`config.mk`:
```
export PLATFORM = sky130hd
export DESIGN_NAME = frame_buffer_writer
export DESIGN_NICKNAME = d
export VERILOG_FILES = /design/src/rtl/frame_buffer_writer.sv
export SDC_FILE = /design/constraint.sdc
export NUM_CORES = 1
export LEC_CHECK = 0
export BUFFER_PORTS_ARGS = -buffer_cell sky130_fd_sc_hd__buf_2
export CAP_MARGIN = 40
export CORE_AREA = 5 5 85 87
export DETAILED_ROUTE_END_ITERATION = 8
export DIE_AREA = 0 0 90 92
export SLEW_MARGIN = 20
export SYNTH_ARGS = -nofsm -noshare
export SYNTH_HDL_FRONTEND = slang
export SYNTH_SLANG_ARGS = --single-unit
```
`constraint.sdc`:
```
create_clock -name PCLK -period 2.9 [get_ports PCLK]
set_input_delay 0 -clock PCLK [delete_from_list [all_inputs] [get_ports PCLK]]
set_output_delay 0 -clock PCLK [all_outputs]
set_load 0.005 [all_outputs]
```
`src/rtl/frame_buffer_writer.sv`:
```
// frame_buffer_writer: writes the captured pixel stream into frame-buffer RAM as a linear raster
// Ports: PCLK clock, rst sync active-low reset; start/continuous arm control;
// VSYNC/px_data/px_valid/line_end from capture; mem_addr/mem_data/mem_we RAM write port;
// busy/frame_done/err_overflow status, all registered.
module frame_buffer_writer #(
  parameter int H_PIX = 160,
  parameter int V_LINES = 120,
  parameter int AW = 15
) (
  input  logic          PCLK,
  input  logic          rst,
  input  logic          start,
  input  logic          continuous,
  input  logic          VSYNC,
  input  logic [7:0]    px_data,
  input  logic          px_valid,
  input  logic          line_end,
  output logic [AW-1:0] mem_addr,
  output logic [7:0]    mem_data,
  output logic          mem_we,
  output logic          busy,
  output logic          frame_done,
  output logic          err_overflow
);
  typedef enum logic [1:0] {IDLE, WAIT_FRAME, CAPTURE, DONE} state_t;
  state_t state, next_state;
  logic vs_prev, vs_fall, vs_rise, cap, accept, drop, last_line;
  logic [9:0] col, row;
  logic [AW-1:0] line_base, addr_d;
  logic [7:0] data_d;
  logic we_d, busy_d, done_d, err_d;
  assign vs_fall = vs_prev & ~VSYNC;
  assign vs_rise = ~vs_prev & VSYNC;
  assign cap = state == CAPTURE;
  assign accept = cap && px_valid && col < 10'(H_PIX) && row < 10'(V_LINES);
  // col saturates at H_PIX, so any further pixel on this line is an overflow
  assign drop = cap && px_valid && col >= 10'(H_PIX);
  assign last_line = line_end && row == 10'(V_LINES - 1);
  always_ff @(posedge PCLK)
    state <= !rst ? IDLE : next_state;
  always_comb begin
    next_state = state == IDLE       ? (start ? WAIT_FRAME : IDLE) :
                 state == WAIT_FRAME ? (vs_fall ? CAPTURE : WAIT_FRAME) :
                 state == CAPTURE    ? ((vs_rise || last_line) ? DONE : CAPTURE) :
                                       (continuous ? WAIT_FRAME : IDLE);
  end
  always_comb begin
    we_d = accept;
    addr_d = accept ? line_base + AW'(col) : mem_addr;
    data_d = accept ? px_data : mem_data;
    busy_d = next_state != IDLE;
    done_d = next_state == DONE;
    err_d = (state == IDLE && start) ? 1'b0 : err_overflow | drop;
  end
  // counters are held at zero outside CAPTURE so every frame starts at address 0
  always_ff @(posedge PCLK) begin
    if (!rst) begin
      mem_addr <= '0;
      mem_data <= '0;
      mem_we <= 1'b0;
      busy <= 1'b0;
      frame_done <= 1'b0;
      err_overflow <= 1'b0;
      col <= '0;
      row <= '0;
      line_base <= '0;
      vs_prev <= 1'b0;
    end else begin
      mem_addr <= addr_d;
      mem_data <= data_d;
      mem_we <= we_d;
      busy <= busy_d;
      frame_done <= done_d;
      err_overflow <= err_d;
      vs_prev <= VSYNC;
      col <= (!cap || line_end) ? '0 : accept ? col + 10'd1 : col;
      row <= !cap ? '0 : line_end ? row + 10'd1 : row;
      line_base <= !cap ? '0 : line_end ? line_base + AW'(H_PIX) : line_base;
    end
  end
endmodule

```
==> metrics <==
Crit Reg-Reg Startpoint=col[5]$_SDFFE_PP0P_; TritonCTS Buffers=9; crit path launch=col[5]$_SDFFE_PP0P_; Antenna Violating Nets Remaining=0; Ports=42; H-tree depth=3; FF/Latch Area=1200 sq um; Die X=90 um; crit-path max cell delay=0.41 ns; Leak=1.24 nW; total die area=8280 sq um; Worst-Margin Slew=0.684 ns; Initial Utilization=44.4%; complex-gate fraction of the synthesized area=13.8%; Critical Path Sink=mem_addr[13]$_SDFFE_PN0P_; CP Launch Type=register; Hold Path Class=input port to register; PortBufs=41; Post-Syn Area per Cell=8.91 sq um; XOR/XNOR share of the synthesized area=8.48%; area grow syn2layout=17.5%; Critical Path End Type=register; Mapped Nets=338; worst reg2reg path endpoint=mem_addr[13]$_SDFFE_PN0P_; Crit path max-delay family=adder cells; Peak VDD IR=0.263 mV; synthesized flop and latch total=60; largest net degree at the start of global routing=33; WL/cell=12.0 um; Yosys cell types=45; Post-synth EDFFs=0; dominant cell type by area after synthesis=dfxtp_1; area of the multi-input gates=1470 sq um; min Tclk post-route=2.11 ns; DRC Markers=0; Max clock buf depth=2; max-cap violations=0; final WL=5.32 mm; Crit path required time=3.14 ns; Layout Cells excl Fill=442; Cell Pwr Density=453 nW/um^2; proportion of power drawn by the clock network=39.6%; mapped cell area=2790 sq um; Crit. path cell count=8; Iter 0 DRT Violations=103; vias in the first global route=2,018; fmax=475 MHz; Post-DP Area=3020 sq um; most frequent cells in the layout=dfxtp_1 (60), nor2_1 (43), buf_2 (41), nand2_1 (40), a21oi_2 (19); post-DP HPWL=3.84 mm; Hold Startpoint=px_valid; Reg2Reg Depth=8; clk_lat worst skew=0.32 ns; vias per cell=4.84; Pre-antenna DRT Iters=4; period utilization=72.6%; Synth Area in Adders=4.76%; commonest non-fill, non-tap cell in the layout=dfxtp_1; Sw Share=20.7%; clock skew=0.00280 ns; final setup TNS=0 ns; fin util=52.2%; fraction of registers with async set/reset=0%; Pint=1.18 mW; final instance area=3280 sq um; main combinational cell family by area after synthesis=simple AND/OR/NAND/NOR gates; via count=2,141; TritonCTS clock tree=yes; multiplexer area fraction after synthesis=1.08%; Critical-path top delay cell=dfxtp_1; RSZ-0062 raised after global routing=no; layout cells sized above 1=26.3%; Synth Instances=313; fillers=609; Root Buffer=clkbuf_8; Fin. Hold Viols=0; Site Rows=29; Ant. Diodes=0; CTS Sinks=60; CP arrival=2.34 ns; Clock transition at path regs=0.06 ns; Sw Pwr=0.307 mW; first-pass GRT wire length=9.39 mm; post-synth top area share=43.1%; die extent in y=92 um; Worst slew margin=54.3%; Cells after DPL=419; antenna violations before repair=0; crit path kind=register to register; Yosys warning total=0; simple-gate share of the synthesized area=24.7%; part of the power in registers=56.2%; Seq/Total Area, Yosys=43.1%; worst-path fanout max=5; setup violators final=0; core area=6280 sq um; Most used DFF post-synth=dfxtp_1; CP cell instances=ha_1 -> inv_1 -> fa_1 -> nand2b_1 -> a21oi_1 -> o2111ai_1 -> xor2_1 -> a211oi_1; GP Congestion=0.756; Comb power frac=4.2%; Final Max Slew Viols=0; top post-synthesis cells by area=dfxtp_1 (43%), a21oi_2 (6.0%), nor2_1 (5.8%), nand2_1 (5.4%), xnor2_1 (4.4%); worst path buffer plus inverter count=1; GRT Util Overall=13.7%; Remaining Overflow, GRT=0; Hold Slack=0.0187 ns; R2R Setup Slk=0.79 ns; Net count, final=389; status=finished, final reports clean
worst min-delay path by stage:
stage / to / cells past startpoint / slack, ns
2_1_floorplan: busy$_SDFF_PN0_ / 1 / 0.11
3_3_place_gp: mem_data[2]$_SDFFE_PN0P_ / 3 / 0.25
3_5_place_dp: mem_data[2]$_SDFFE_PN0P_ / 3 / 0.25
4_1_cts: err_overflow$_SDFF_PP0_ / 3 / 0.002
5_1_grt: mem_addr[12]$_SDFFE_PN0P_ / 3 / 0.01
6_report: err_overflow$_SDFF_PP0_ / 3 / 0.02
per-layer routing:
layer | part of all wire (%) | global-route usage, %
met2 | 46 | 21.1
met3 | 4.8 | 4.99
met4 | 0.94 | 5.58
met5 | 0 | 0
met1 | 48 | 17.4
registers in the layout, summed over array words and instances (netlist names):
register / cells
row: 10
err_overflow: 1
busy: 1
line_base: 10
vs_prev: 1
mem_addr: 15
frame_done: 1
state: 2
col: 10
mem_we: 1
mem_data: 8
cell type report:
class                   count  share of cell area [%]
multi-input cells         231                    45.0
well taps                  77                    2.94
flip-flops and latches     60                    36.7
repair buffers             54                    10.1
clock buffers              12                    4.43
inverters                   8                   0.917
cells in the mapped netlist (all sizes together) (6+ instances only):
master and number:
buf 8, nor2 44, dfxtp 60, xnor2 14, clkbuf 6, a21oi 27, nand3 9, nor3 6
o21ai 10, xor2 13, inv 8, nand2 54, nand4 9, ha 9
cells by family after synthesis:
| family | count (synthesis) |
|---|---|
| xor+xnor | 27 |
| flops | 60 |
| fa+ha+maj | 10 |
| compound gates | 52 |
| mux | 3 |
| simple gates | 139 |
| buf+inv | 22 |
power by group through the flow:
stage                     registers (mW)  clock network, mW  logic (mW)
after global placement             0.852                  0      0.0516
after detailed placement           0.852                  0      0.0510
after CTS                          0.834              0.611      0.0629
final                              0.834              0.587      0.0620
after floorplan                    0.852                  0      0.0306
after global routing               0.835              0.653      0.0682
stage by stage:
step / setup slack, ns / total power [mW]
global route: 0.604 / 1.56
detailed placement: 0.817 / 0.903
floorplan: 0.979 / 0.883
global placement: 0.893 / 0.904
finish: 0.794 / 1.48
CTS: 0.800 / 1.51
repair_timing:
action,in CTS,in global routing
hold buffers,11,0
setup buffers,0,0
hold endpoints to repair,10,0
gates resized for setup,0,0
worst min-delay path, stage by stage:
cell     delay [ns]
buf_2          0.11
a31oi_1        0.07
nor2_1         0.11
Note: power is estimated with default switching activity, not from simulation.
